$ cat config.mk
export PLATFORM = sky130hd
export DESIGN_NAME = output_control_flat
export DESIGN_NICKNAME = d
export VERILOG_FILES = /design/src/rtl/output_control_pkg.sv /design/src/rtl/output_control_if.sv /design/src/rtl/output_control_piso_shift.sv /design/src/rtl/output_control.sv /design/src/flat_wrapper.sv
export SDC_FILE = /design/constraint.sdc
export NUM_CORES = 1
export LEC_CHECK = 0
export CAP_MARGIN = 20
export CORE_MARGIN = 3
export CORE_UTILIZATION = 40
export CTS_CLUSTER_SIZE = 14
export DETAILED_ROUTE_END_ITERATION = 10
export GPL_ROUTABILITY_DRIVEN = 0
export GPL_TIMING_DRIVEN = 1
export PLACE_DENSITY = 0.63
export SYNTH_ARGS = -nofsm -noshare
export SYNTH_HDL_FRONTEND = slang
export SYNTH_SLANG_ARGS = --single-unit
$ cat constraint.sdc
create_clock -name clk -period 2.3 [get_ports clk]
set_clock_uncertainty 0.05 [all_clocks]
set_input_delay 0.46 -clock clk [delete_from_list [all_inputs] [get_ports clk]]
set_output_delay 0.46 -clock clk [all_outputs]
set_load 0.05 [all_outputs]
$ cat src/rtl/output_control_pkg.sv
// Shared definitions for the bit-serial result transmitter: FSM state
// encoding and the lane-slicing convention used on flat result buses.
package output_control_pkg;

  // Transmitter states. The 2-bit encoding matches the operand loader so
  // both ends of the array decode the same values in waveforms.
  typedef enum logic [1:0] {
    ST_IDLE   = 2'd0,
    ST_LOADED = 2'd1,
    ST_SHIFT  = 2'd2,
    ST_DONE   = 2'd3
  } state_e;

  // Total number of serial bits in one frame of n lanes, w bits each.
  function automatic int frame_bits(input int n, input int w);
    return n * w;
  endfunction

  // Index of the LSB of lane `lane` on a flat bus of w-bit lanes.
  // Lane 0 sits in the lowest bits, so the frame leaves lane 0 first
  // when the bus is shifted out LSB first.
  function automatic int lane_lsb(input int lane, input int w);
    return lane * w;
  endfunction

endpackage

$ cat src/rtl/output_control_if.sv
// Handshake and data bundle between the array result outputs, the
// transmitter, and the off-chip serial link.
interface output_control_if #(
  parameter int N     = 2,
  parameter int OUT_W = 16
);

  logic [N*OUT_W-1:0] data_in_z_flat;
  logic               capture;
  logic               start;
  logic               data_out_z;
  logic               out_valid;
  logic               out_first;
  logic               busy;
  logic               done;
  logic               overrun;

  // The side that presents results and issues capture/start.
  modport master (
    output data_in_z_flat,
    output capture,
    output start,
    input  data_out_z,
    input  out_valid,
    input  out_first,
    input  busy,
    input  done,
    input  overrun
  );

  // The transmitter itself.
  modport slave (
    input  data_in_z_flat,
    input  capture,
    input  start,
    output data_out_z,
    output out_valid,
    output out_first,
    output busy,
    output done,
    output overrun
  );

endinterface

$ cat src/rtl/output_control_piso_shift.sv
// Parallel-in serial-out register: loads a whole word in one cycle and
// shifts right by one bit per enabled cycle, presenting the LSB.
module piso_shift #(
  parameter int WIDTH = 32
) (
  input  logic             clk,
  input  logic             rst_n,
  input  logic             load,
  input  logic             shift,
  input  logic [WIDTH-1:0] data_in,
  output logic             lsb
);

  logic [WIDTH-1:0] data_q;
  logic [WIDTH-1:0] data_d;

  // Load wins over shift so a fresh capture is never corrupted by a
  // concurrent shift request; zeros fill in from the top.
  always_comb begin
    data_d = data_q;
    if (load) begin
      data_d = data_in;
    end else if (shift) begin
      data_d = {1'b0, data_q[WIDTH-1:1]};
    end
  end

  // Buffer register, cleared on reset so no stale results leak out.
  always_ff @(posedge clk or negedge rst_n) begin
    if (!rst_n) begin
      data_q <= '0;
    end else begin
      data_q <= data_d;
    end
  end

  assign lsb = data_q[0];

endmodule

$ cat src/rtl/output_control.sv
// Bit-serial result transmitter. Captures N result lanes in one cycle and
// sends them on a single line, lane 0 first and LSB first, with valid and
// first-bit markers. All outputs come from flops.
module output_control
  import output_control_pkg::*;
#(
  parameter int D_W   = 8,
  parameter int N     = 2,
  parameter int OUT_W = 2 * D_W
) (
  input  logic                  clk,
  input  logic                  rst_n,
  output_control_if.slave       bus
);

  localparam int FRAME_W = frame_bits(N, OUT_W);
  localparam int CNT_W   = $clog2(FRAME_W);
  localparam logic [CNT_W-1:0] LAST_BIT = CNT_W'(FRAME_W - 1);

  state_e           state_q;
  state_e           state_d;
  logic [CNT_W-1:0] cnt_q;
  logic [CNT_W-1:0] cnt_d;
  logic             overrun_q;
  logic             overrun_d;
  logic             out_valid_q;
  logic             out_valid_d;
  logic             out_first_q;
  logic             out_first_d;
  logic             busy_q;
  logic             busy_d;
  logic             done_q;
  logic             done_d;
  logic             buf_load;
  logic             buf_shift;
  logic             buf_lsb;

  // State register; reset aborts any frame in flight without a done pulse.
  always_ff @(posedge clk or negedge rst_n) begin
    if (!rst_n) begin
      state_q <= ST_IDLE;
    end else begin
      state_q <= state_d;
    end
  end

  // Next-state logic: capture outranks start, and is refused only while
  // a frame is being shifted.
  always_comb begin
    state_d = state_q;
    unique case (state_q)
      ST_IDLE: begin
        if (bus.capture) begin
          state_d = ST_LOADED;
        end
      end
      ST_LOADED: begin
        if (!bus.capture && bus.start) begin
          state_d = ST_SHIFT;
        end
      end
      ST_SHIFT: begin
        if (cnt_q == LAST_BIT) begin
          state_d = ST_DONE;
        end
      end
      ST_DONE: begin
        state_d = bus.capture ? ST_LOADED : ST_IDLE;
      end
      default: begin
        state_d = ST_IDLE;
      end
    endcase
  end

  // Datapath control: buffer load/shift, bit counter and the sticky
  // overrun flag. The counter holds at the last index when SHIFT ends,
  // so it never wraps.
  always_comb begin
    buf_load  = bus.capture && (state_q != ST_SHIFT);
    buf_shift = (state_q == ST_SHIFT);

    cnt_d = cnt_q;
    if ((state_q != ST_SHIFT) && (state_d == ST_SHIFT)) begin
      cnt_d = '0;
    end else if ((state_q == ST_SHIFT) && (cnt_q != LAST_BIT)) begin
      cnt_d = cnt_q + CNT_W'(1);
    end

    overrun_d = overrun_q;
    if ((state_q == ST_SHIFT) && bus.capture) begin
      overrun_d = 1'b1;
    end else if (buf_load) begin
      overrun_d = 1'b0;
    end
  end

  // Counter and overrun registers.
  always_ff @(posedge clk or negedge rst_n) begin
    if (!rst_n) begin
      cnt_q     <= '0;
      overrun_q <= 1'b0;
    end else begin
      cnt_q     <= cnt_d;
      overrun_q <= overrun_d;
    end
  end

  // Output decode from the upcoming state, so each output flop holds the
  // value for the cycle that state will occupy.
  always_comb begin
    out_valid_d = (state_d == ST_SHIFT);
    out_first_d = (state_d == ST_SHIFT) && (cnt_d == '0);
    busy_d      = (state_d == ST_SHIFT);
    done_d      = (state_d == ST_DONE);
  end

  // Output registers.
  always_ff @(posedge clk or negedge rst_n) begin
    if (!rst_n) begin
      out_valid_q <= 1'b0;
      out_first_q <= 1'b0;
      busy_q      <= 1'b0;
      done_q      <= 1'b0;
    end else begin
      out_valid_q <= out_valid_d;
      out_first_q <= out_first_d;
      busy_q      <= busy_d;
      done_q      <= done_d;
    end
  end

  piso_shift #(
    .WIDTH (FRAME_W)
  ) u_piso (
    .clk     (clk),
    .rst_n   (rst_n),
    .load    (buf_load),
    .shift   (buf_shift),
    .data_in (bus.data_in_z_flat),
    .lsb     (buf_lsb)
  );

  assign bus.data_out_z = buf_lsb & out_valid_q;
  assign bus.out_valid  = out_valid_q;
  assign bus.out_first  = out_first_q;
  assign bus.busy       = busy_q;
  assign bus.done       = done_q;
  assign bus.overrun    = overrun_q;

endmodule

$ cat src/flat_wrapper.sv
// flat-port wrapper written by rule: the top's interface ports become plain ports
module output_control_flat import output_control_pkg::*;
#(
  parameter int D_W   = 8,
  parameter int N     = 2,
  parameter int OUT_W = 2 * D_W
)
  (clk, rst_n, bus_data_in_z_flat, bus_capture, bus_start, bus_data_out_z, bus_out_valid, bus_out_first, bus_busy, bus_done, bus_overrun);
  output_control_if #(.N(N), .OUT_W(OUT_W)) bus_i ();
  input  logic clk;
  input  logic rst_n;
  input wire logic [$bits(bus_i.data_in_z_flat)-1:0] bus_data_in_z_flat;
  input wire logic [$bits(bus_i.capture)-1:0] bus_capture;
  input wire logic [$bits(bus_i.start)-1:0] bus_start;
  output wire logic [$bits(bus_i.data_out_z)-1:0] bus_data_out_z;
  output wire logic [$bits(bus_i.out_valid)-1:0] bus_out_valid;
  output wire logic [$bits(bus_i.out_first)-1:0] bus_out_first;
  output wire logic [$bits(bus_i.busy)-1:0] bus_busy;
  output wire logic [$bits(bus_i.done)-1:0] bus_done;
  output wire logic [$bits(bus_i.overrun)-1:0] bus_overrun;
  assign bus_i.data_in_z_flat = bus_data_in_z_flat;
  assign bus_i.capture = bus_capture;
  assign bus_i.start = bus_start;
  assign bus_data_out_z = bus_i.data_out_z;
  assign bus_out_valid = bus_i.out_valid;
  assign bus_out_first = bus_i.out_first;
  assign bus_busy = bus_i.busy;
  assign bus_done = bus_i.done;
  assign bus_overrun = bus_i.overrun;
  output_control #(.D_W(D_W), .N(N), .OUT_W(OUT_W)) u_core (.clk(clk), .rst_n(rst_n), .bus(bus_i));
endmodule
==> results.txt <==
Fill cell total of the finished layout = 447
Setup TNS = 0 ns
Crit share post-route = 0.899
Pin count of the biggest net entering global routing = 32
CTS buffer count = 5
Max layer used = met4
Via/cell ratio = 4.93
Avg WL per Cell = 13.0 um
I/O pin cnt = 42
Routed length on met3 = 163 um
Antenna violations before repair = 0
1st-iter DRT viols = 58
Power Density = 756 nW/um^2
H-tree Lvls = 2
Sequential fraction of the synthesis area = 0.524
Fmax = 483 MHz
FP Rows = 25
Post-CTS setup buffers = 0
Clock transition at path regs = 0.09 ns
Final setup violation count = 0
Die width = 77.6 um
Hold_buf cts = 0
Vias in the first global route = 1,365
Gr usage total = 0.139
DR vias = 1,460
Yosys warns = 0
Reg area = 1080 um^2
Root buffer cell = clkbuf_8
Port Buffers = 41
Dpl hpwl = 2700 um
Synth area leader = dfrtp_1
Min-delay worst type = in -> async
Core Footprint = 4850 um^2
Synthesized instance count = 188
DRT Wirelength = 3850 um
Status = completed
Slew @ Worst Pin = 0.702 ns
Worst-path maximum fanout = 2
Max Cap Viol = 0
Slowest cell on the critical path = clkdlybuf4s50_1
P&R area growth vs syn = 27.7%
M1 WL = 1850 um
Worst-case clock buffer depth = 2
Final core occ = 0.541
CP Launch Type = flip-flop
Post-CTS resize count = 0
TritonCTS sink count = 43
Cell-by-cell trace of the critical path = and2_1 > clkdlybuf4s50_1
Die Ht = 77.6 um
Initial Utilization = 0.423
Share of layout cells above drive strength 1 = 0.0917
Grt ovf = 0
Pins over their slew limit = 0
Yosys cell types = 32
Post-Syn Nets = 226
CTS tree = yes
Crit path capture type = output port
First-pass GRT wire length = 6580 um
Residual DRC count = 0
Final ANT Viol Nets = 0
Clk_lat worst skew = 0.29 ns
CP Data Arrival Time = 1.56 ns
Total iterations of the first detailed-routing run = 4
Crit path kind = reg -> out
WL met2 = 1780 um
Multi-input logic area = 875 um^2
Tmin final = 2.07 ns
Avg Synthesized Cell Area = 10.9 um^2
Synth area leaders = dfrtp_1 52%, mux2i_1 17%, o21ai_0 7.6%
Ant. Diodes = 0
Synth Register Bits = 43
Synthesized area = 2050 um^2
RSZ-0062 raised after global routing = no
Final-report hold violation count = 0
Crit path required time = 1.79 ns
Commonest non-fill, non-tap cell in the layout = dfrtp_1
IR drop worst, VDD = 424 uV
Die footprint = 6030 um^2
Leak pwr = 1.15 nW
Yosys top cell area share = 0.524
CP max stage delay = 0.79 ns
Most frequent cells in the layout = 43 x dfrtp_1, 39 x clkdlybuf4s50_1, 35 x mux2i_1
# nets final = 266
Rel. slew slack = 0.532
critical path, delay by kind of cell, from the launching register on:
kind	cells	cell delay (ns)
flip-flops	1	0.36
AND/OR/NAND/NOR	1	0.12
buffers and inverters	1	0.79
flip-flops by register name (all words and copies together), names as in the netlist:
register,count
u_core.bus.overrun,1
u_core.state_q,2
u_core.bus.done,1
u_core.u_piso.data_q,32
u_core.bus.out_first,1
u_core.bus.out_valid,1
u_core.cnt_q,5
metrics by stage:
stage | power, W | hold WS, ns | setup slack, ns | cells | instance area, um^2
finish | 0.00198 | 0.153 | 0.232 | 296 | 2620
global route | 0.00208 | 0.196 | 0.108 | 296 | 2620
CTS | 0.00200 | 0.179 | 0.217 | 296 | 2620
detailed placement | 0.00131 | 0.415 | 0.287 | 288 | 2490
global placement | 0.00130 | 0.409 | 0.363 | 288 | 2490
floorplan | 0.00118 | 0.114 | 0.457 | 188 | 2050
report_power, final:
| group | internal (W) | leakage (nW) | total (W) | switching [W] |
|---|---|---|---|---|
| Sequential | 0.000878 | 0.525 | 0.000953 | 0.0000742 |
| Clock | 0.000434 | 0.0654 | 0.000691 | 0.000257 |
| Combinational | 0.000169 | 0.561 | 0.000339 | 0.000170 |
| Total | 0.00148 | 1.15 | 0.00198 | 0.000501 |
synth_stat cells, drive strengths merged:
cell,count
dfrtp,43
mux2i,35
nand2,33
o21ai,32
buf,10
nor2,7
clkbuf,3
a21oi,2
and2,2
ha,2
nor3,2
a211oi,1
a22oi,1
and2b,1
and3,1
and4,1
and4bb,1
inv,1
mux2,1
nand2b,1
nand3b,1
nand4,1
nand4bb,1
nor3b,1
nor4bb,1
o41ai,1
or2,1
xnor2,1
path summary, 6_finish.rpt:
path / from / cells past startpoint / to / slack (ns)
max reg2reg: u_core.cnt_q[0]$_DFF_PN0_ / 6 / u_core.bus.out_first$_DFF_PN0_ / 0.29
max: u_core.u_piso.data_q[0]$_DFFE_PN0P_ / 2 / bus_data_out_z / 0.23
min reg2reg: u_core.u_piso.data_q[25]$_DFFE_PN0P_ / 2 / u_core.u_piso.data_q[24]$_DFFE_PN0P_ / 0.43
max in group asynchronous: rst_n / 2 / u_core.cnt_q[4]$_DFF_PN0_ / 1.45
min in group clk: u_core.u_piso.data_q[25]$_DFFE_PN0P_ / 2 / u_core.u_piso.data_q[24]$_DFFE_PN0P_ / 0.43
min: rst_n / 1 / u_core.u_piso.data_q[21]$_DFFE_PN0P_ / 0.15
logic make-up (layout without fill, tap and decap cells):
group | Yosys count | count (layout) | share of synthesized area
buffers and inverters | 14 | 55 | 0.0494
adder cells (fa/ha/maj) | 2 | 2 | 0.0122
AND/OR/NAND/NOR | 55 | 55 | 0.135
flip-flops | 43 | 43 | 0.524
XOR/XNOR | 1 | 1 | 0.00427
AO/OA/AOI/OAI | 37 | 37 | 0.0982
multiplexers | 36 | 36 | 0.176
per-layer routing:
layer  vias up  GRT usage
met3         6     0.0452
met4         0     0.0534
li1        728          -
met2        29      0.207
met5         -          0
met1       697      0.186
layout make-up:
class	instances	area share
timing repair buffer	46	0.172
multi-input combinational	131	0.334
tap	67	0.0320
clock buffer	6	0.0277
inverter	1	0.00143
clock inverter	2	0.0229
sequential	43	0.411
Note: power is estimated with default switching activity, not from simulation.
==> RTL change 1, RTL diff (same flow settings) <==
`N` is set to 2 in 3 places; all go to 4.
--- a/src/rtl/output_control_if.sv
+++ b/src/rtl/output_control_if.sv
@@ -1,7 +1,7 @@
 // Handshake and data bundle between the array result outputs, the
 // transmitter, and the off-chip serial link.
 interface output_control_if #(
-  parameter int N     = 2,
+  parameter int N     = 4,
   parameter int OUT_W = 16
 );
 
--- a/src/rtl/output_control.sv
+++ b/src/rtl/output_control.sv
@@ -5,7 +5,7 @@
   import output_control_pkg::*;
 #(
   parameter int D_W   = 8,
-  parameter int N     = 2,
+  parameter int N     = 4,
   parameter int OUT_W = 2 * D_W
 ) (
   input  logic                  clk,
--- a/src/flat_wrapper.sv
+++ b/src/flat_wrapper.sv
@@ -2,7 +2,7 @@
 module output_control_flat import output_control_pkg::*;
 #(
   parameter int D_W   = 8,
-  parameter int N     = 2,
+  parameter int N     = 4,
   parameter int OUT_W = 2 * D_W
 )
   (clk, rst_n, bus_data_in_z_flat, bus_capture, bus_start, bus_data_out_z, bus_out_valid, bus_out_first, bus_busy, bus_done, bus_overrun);
Interface: changed (resized bus_data_in_z_flat); port bits go from 42 to 74. No check against the original RTL was run, so the function may have changed too.
==> RTL change 1 against the original RTL <==
- design area up 73%
- count of clock-buffer cells in the layout rose by 5
- largest cell class unchanged
- via count is 77% higher
- sequential cell count grew 33
- routed wire length up 90%
- largest power group unchanged
- core utilization fell by 0.098 points
- worst setup slack lost 0.046 ns
- total power grew 71%
- area after synthesis increased by 73%
- critical path type unchanged
==> RTL change 1: results (changes against the original RTL) <==
| Metric | Value |
|---|---|
| Result of the run | finished clean (unchanged) |
| Number of nets produced by synthesis | 402 (was 226) |
| Max incr delay on CP | 0.79 ns (about the same) |
| Hold crit path type | in -> async (unchanged) |
| First-pass iteration count of the detailed router | 6 (was 4) |
| Number of buffers added on ports | 73 (was 41) |
| Proportion of layout cells with a drive suffix above 1 | 6.93% (was 9.17%) |
| Violation count after the first detailed-routing iteration | 126 (was 58) |
| NumNets Final | 468 (was 266) |
| Adder and majority cell fraction of the synthesized area | 0.353% (was 1.22%) |
| Critical Path Fanout Max | 3 (was 2) |
| Synthesized-area fraction occupied by ao, oa, aoi and oai cells | 11.5% (was 9.82%) |
| Dominant cells by area after synthesis | sky130_fd_sc_hd__dfrtp_1, sky130_fd_sc_hd__mux2i_1, sky130_fd_sc_hd__o21ai_0, sky130_fd_sc_hd__nand2_1, sky130_fd_sc_hd__o21ai_1 (was sky130_fd_sc_hd__dfrtp_1, sky130_fd_sc_hd__mux2i_1, sky130_fd_sc_hd__o21ai_0, sky130_fd_sc_hd__nand2_1, sky130_fd_sc_hd__buf_6) |
| Vias in the first global route | 2594 (was 1365) |
| Worst Tran Pin Value | 0.541 ns (was 0.702 ns) |
| Total number of H-tree levels | 3 (was 2) |
| Cell variety after synth | 36 (was 32) |
| Clock latency on the worst-skew pair | 0.34 ns (was 0.29 ns) |
| Register area share after synthesis | 53.7% (was 52.4%) |
| Leak | 1.95 nW (was 1.15 nW) |
| Overall routing resource usage | 15.2% (was 13.9%) |
| Vias per cell | 5.09 (was 4.93) |
| Largest vdd supply drop | 302 uV (was 424 uV) |
| Post-DP HPWL | 4820 um (was 2700 um) |
| Registers with the most flip-flops | u_core.u_piso.data_q (64), u_core.cnt_q (6), u_core.state_q (2) (was u_core.u_piso.data_q (32), u_core.cnt_q (5), u_core.state_q (2)) |
| Post-synthesis share of cell area spent on xor and xnor gates | 0.247% (was 0.427%) |
| Largest net degree at the start of global routing | 65 (was 32) |
| Per-cell routed wire length | 14.3 um (was 13.0 um) |
| Clock buffers created by TritonCTS | 9 (was 5) |
| Multiplexer area fraction after synthesis | 19.2% (was 17.6%) |
==> RTL change 1: worst max-delay path, delay by kind of cell, from the launching register on <==
family	cells	cell delay (ns)
buf+inv	1	0.79
flops	1	0.36
simple gates	1	0.12
==> RTL change 1: through the flow <==
stage               setup WS [ns]  std cells  instance area, sq um  utilization [%]
floorplan                   0.669        333                  3540                -
global placement            0.516        493                  4350             51.6
detailed placement          0.395        493                  4350             51.6
CTS                         0.156        509                  4550             54.0
global route                0.103        509                  4550             54.0
finish                      0.185        509                  4550             54.0
==> RTL change 1: metal layers <==
| layer | GRT usage, % | part of all wire [%] | up-vias | wire (um) |
|---|---|---|---|---|
| li1 | - | - | 1291 | - |
| met1 | 20.7 | 47 | 1237 | 3420 |
| met2 | 23.9 | 47 | 51 | 3420 |
| met3 | 2.85 | 5.0 | 10 | 362 |
| met4 | 6.53 | 1.4 | 0 | 105 |
| met5 | 0 | 0 | - | 0 |
==> RTL change 1: path summary, 6_finish.rpt <==
check                                              start                        to  slack (ns)  cells after the start
worst min-delay path                               rst_n      u_core.bus.out_first       0.007                      1
max in group asynchronous                          rst_n  u_core.u_piso.data_q[48]        1.60                      2
worst max-delay path                u_core.bus.out_valid            bus_data_out_z        0.19                      2
min in group clk                u_core.u_piso.data_q[47]  u_core.u_piso.data_q[46]        0.43                      2
worst max register to register           u_core.cnt_q[0]      u_core.bus.out_first        0.42                      5
worst min register to register  u_core.u_piso.data_q[47]  u_core.u_piso.data_q[46]        0.43                      2
==> RTL change 1: logic make-up after synthesis <==
family / after synthesis
AOI/OAI and AO/OA: 73
xor gates and xnor gates: 1
and+or+nand+nor: 89
adders and majority gates: 1
muxes: 68
DFF: 76
buffers and inverters: 25
==> RTL change 1: final cells by class <==
| type | instances | area (sq um) |
|---|---|---|
| timing repair buffer | 78 | 788 |
| clock inverter | 5 | 58.8 |
| tap | 105 | 131 |
| inverter | 2 | 7.51 |
| multi-input combinational | 232 | 1520 |
| fill | 774 | 3880 |
| sequential | 76 | 1900 |
| clock buffer | 11 | 141 |
==> RTL change 1: power by group <==
part	switching, mW	total, mW	leakage (nW)	internal [mW]
sequential	0.143	1.72	0.916	1.58
clock	0.499	1.03	0.0959	0.534
combinational	0.309	0.627	0.938	0.318
total	0.951	3.38	1.95	2.43
==> RTL change 2, RTL diff (same flow settings) <==
Made on the original files. Reset style: synchronous (`rst_n`), changed in 4 clocked blocks.
--- a/src/rtl/output_control_piso_shift.sv
+++ b/src/rtl/output_control_piso_shift.sv
@@ -26,7 +26,7 @@
   end
 
   // Buffer register, cleared on reset so no stale results leak out.
-  always_ff @(posedge clk or negedge rst_n) begin
+  always_ff @(posedge clk) begin
     if (!rst_n) begin
       data_q <= '0;
     end else begin
--- a/src/rtl/output_control.sv
+++ b/src/rtl/output_control.sv
@@ -36,7 +36,7 @@
   logic             buf_lsb;
 
   // State register; reset aborts any frame in flight without a done pulse.
-  always_ff @(posedge clk or negedge rst_n) begin
+  always_ff @(posedge clk) begin
     if (!rst_n) begin
       state_q <= ST_IDLE;
     end else begin
@@ -96,7 +96,7 @@
   end
 
   // Counter and overrun registers.
-  always_ff @(posedge clk or negedge rst_n) begin
+  always_ff @(posedge clk) begin
     if (!rst_n) begin
       cnt_q     <= '0;
       overrun_q <= 1'b0;
@@ -116,7 +116,7 @@
   end
 
   // Output registers.
-  always_ff @(posedge clk or negedge rst_n) begin
+  always_ff @(posedge clk) begin
     if (!rst_n) begin
       out_valid_q <= 1'b0;
       out_first_q <= 1'b0;
Behaviour: differs if rst_n is asserted again (counterexample within 4 cycles, from zero or initial values and one cycle with rst_n low); with rst_n held inactive, the same outputs for 10 cycles.
==> RTL change 2 against the original RTL <==
- sequential power down 14%
- die area down 2.4%
- total power down 25%
- synthesized cell count up 4.3%
- routed wire length down 5.4%
- critical path depth unchanged
- final cell count up 1.0%
- clock power down 38%
- core utilization down 1.2 points
- sequential cell count unchanged
- worst setup slack about the same
- worst hold slack better by 0.29 ns
- area after synthesis down 2.6%
- design area down 3.5%
- critical path type unchanged
==> RTL change 2: results (changes against the original RTL) <==
| Metric | Value |
|---|---|
| Result of the run | finished clean (unchanged) |
| Met2 track demand over resource in global routing | 20.1% (was 20.7%) |
| Total via count in the routed design | 1450 (was 1460) |
| Hold crit path type | reg -> reg (was in -> async) |
| Headroom to the max-slew limit | 61.3% (was 53.2%) |
| Number of nets produced by synthesis | 234 (was 226) |
| Post-DP HPWL | 2590 um (was 2700 um) |
| Overall routing resource usage | 12.5% (was 13.9%) |
| Initial antenna violation count | 0 (unchanged) |
| Share of flip-flops with an asynchronous set or reset | 0% (was 100%) |
| Dominant cells by area after synthesis | sky130_fd_sc_hd__dfxtp_1, sky130_fd_sc_hd__mux2i_1, sky130_fd_sc_hd__o211a_1, sky130_fd_sc_hd__nand2_1, sky130_fd_sc_hd__buf_4 (was sky130_fd_sc_hd__dfrtp_1, sky130_fd_sc_hd__mux2i_1, sky130_fd_sc_hd__o21ai_0, sky130_fd_sc_hd__nand2_1, sky130_fd_sc_hd__buf_6) |
| Count leader, synth | sky130_fd_sc_hd__dfxtp_1 (was sky130_fd_sc_hd__dfrtp_1) |
| Setup Fix Bufs, Post-CTS | 0 (unchanged) |
| Worst-path clk slew | 0.07 ns (was 0.09 ns) |
| Register area share after synthesis | 43.1% (was 52.4%) |
| Global-route wire length before repair | 5920 um (was 6580 um) |
| NumNets Final | 271 (was 266) |
| Global Route met1 Usage | 14.7% (was 18.6%) |
| Data arrival, critical path | 1.56 ns (about the same) |
| Leak | 1.33 nW (was 1.15 nW) |
| Vias in the first global route | 1323 (was 1365) |
| Largest net degree at the start of global routing | 33 (was 32) |
| Critical Path Fanout Max | 3 (was 2) |
| Number of buffers added on ports | 41 (unchanged) |
| Number of fill cells | 450 (was 447) |
| Per-cell routed wire length | 12.2 um (was 13.0 um) |
| Proportion of layout cells with a drive suffix above 1 | 6.90% (was 9.17%) |
| Cell variety after synth | 25 (was 32) |
| Met3 usage in global routing | 5.75% (was 4.52%) |
| Violation count after the first detailed-routing iteration | 88 (was 58) |
| Largest vdd supply drop | 390 uV (was 424 uV) |
| First-pass iteration count of the detailed router | 4 (unchanged) |
| Clock latency on the worst-skew pair | 0.29 ns (about the same) |
| Top cell types by occurrence after synthesis | sky130_fd_sc_hd__dfxtp_1, sky130_fd_sc_hd__nand2_1, sky130_fd_sc_hd__mux2i_1, sky130_fd_sc_hd__o211a_1 (was sky130_fd_sc_hd__dfrtp_1, sky130_fd_sc_hd__mux2i_1, sky130_fd_sc_hd__nand2_1, sky130_fd_sc_hd__o21ai_0, sky130_fd_sc_hd__nor2_1) |
RTL change 2: cell types whose count changed after synthesis, moves of 4 or more:
cell | unedited run | this run
sky130_fd_sc_hd__nand2_1 | 32 | 36
sky130_fd_sc_hd__buf_2 | 3 | 7
sky130_fd_sc_hd__buf_4 | 2 | 7
sky130_fd_sc_hd__o21ai_0 | 31 | 4
sky130_fd_sc_hd__buf_6 | 5 | 0
sky130_fd_sc_hd__o211a_1 | 0 | 31
sky130_fd_sc_hd__dfxtp_1 | 0 | 43
sky130_fd_sc_hd__dfrtp_1 | 43 | 0
RTL change 2: worst reg2reg max path, cell delays in order (launching register included):
cell,delay (ns)
sky130_fd_sc_hd__dfxtp_1,0.34
sky130_fd_sc_hd__ha_1,0.24
sky130_fd_sc_hd__and3_1,0.19
sky130_fd_sc_hd__ha_1,0.25
sky130_fd_sc_hd__nand4bb_1,0.24
sky130_fd_sc_hd__or3_1,0.32
sky130_fd_sc_hd__a21oi_1,0.13
RTL change 2: worst paths after layout:
check	start	endpoint	slack, ns	cells after the start
max	u_core.bus.out_valid	bus_data_out_z	0.23	2
min	u_core.u_piso.data_q[27]	u_core.u_piso.data_q[26]	0.44	1
max reg2reg	u_core.cnt_q[0]	u_core.cnt_q[3]	0.48	6
min reg2reg	u_core.u_piso.data_q[27]	u_core.u_piso.data_q[26]	0.44	1
RTL change 2: where the power goes:
group	switching, mW	internal [mW]	total, mW
Sequential	0.0257	0.791	0.817
Clock	0.228	0.202	0.431
Combinational	0.0915	0.139	0.231
Total	0.346	1.13	1.48
RTL change 2: layout make-up:
type,count,share of cell area (%)
multi-input combinational,137,41.3
tap,67,3.31
clock buffer,6,2.87
sequential,43,34.0
timing repair buffer,46,18.5
RTL change 2: metrics by stage:
stage / instances / instance area (sq um) / setup WS, ns / utilization [%] / power (mW)
global placement: 293 / 2460 / 0.519 / 51.3 / 1.07
finish: 299 / 2530 / 0.232 / 52.9 / 1.48
floorplan: 196 / 2000 / 0.591 / - / 0.975
global route: 299 / 2530 / 0.149 / 52.9 / 1.56
CTS: 299 / 2530 / 0.216 / 52.9 / 1.51
detailed placement: 293 / 2460 / 0.471 / 51.3 / 1.07
RTL change 2: per-layer routing:
metal  vias up  part of all wire (%)
li1        767                     -
met1       651                    46
met2        27                    47
met3         5                   5.2
met4         0                   1.2
met5         -                     0
RTL change 2: logic make-up (layout without fill, tap and decap cells):
kind of cell / after synthesis / count (layout) / synth area share [%]
buffers and inverters: 16 / 52 / 4.76
XOR/XNOR: 4 / 4 / 1.75
adder cells (fa/ha/maj): 2 / 2 / 1.25
multiplexers: 33 / 33 / 16.5
AO/OA/AOI/OAI: 43 / 43 / 19.0
AND/OR/NAND/NOR: 55 / 55 / 13.6
flip-flops: 43 / 43 / 43.1
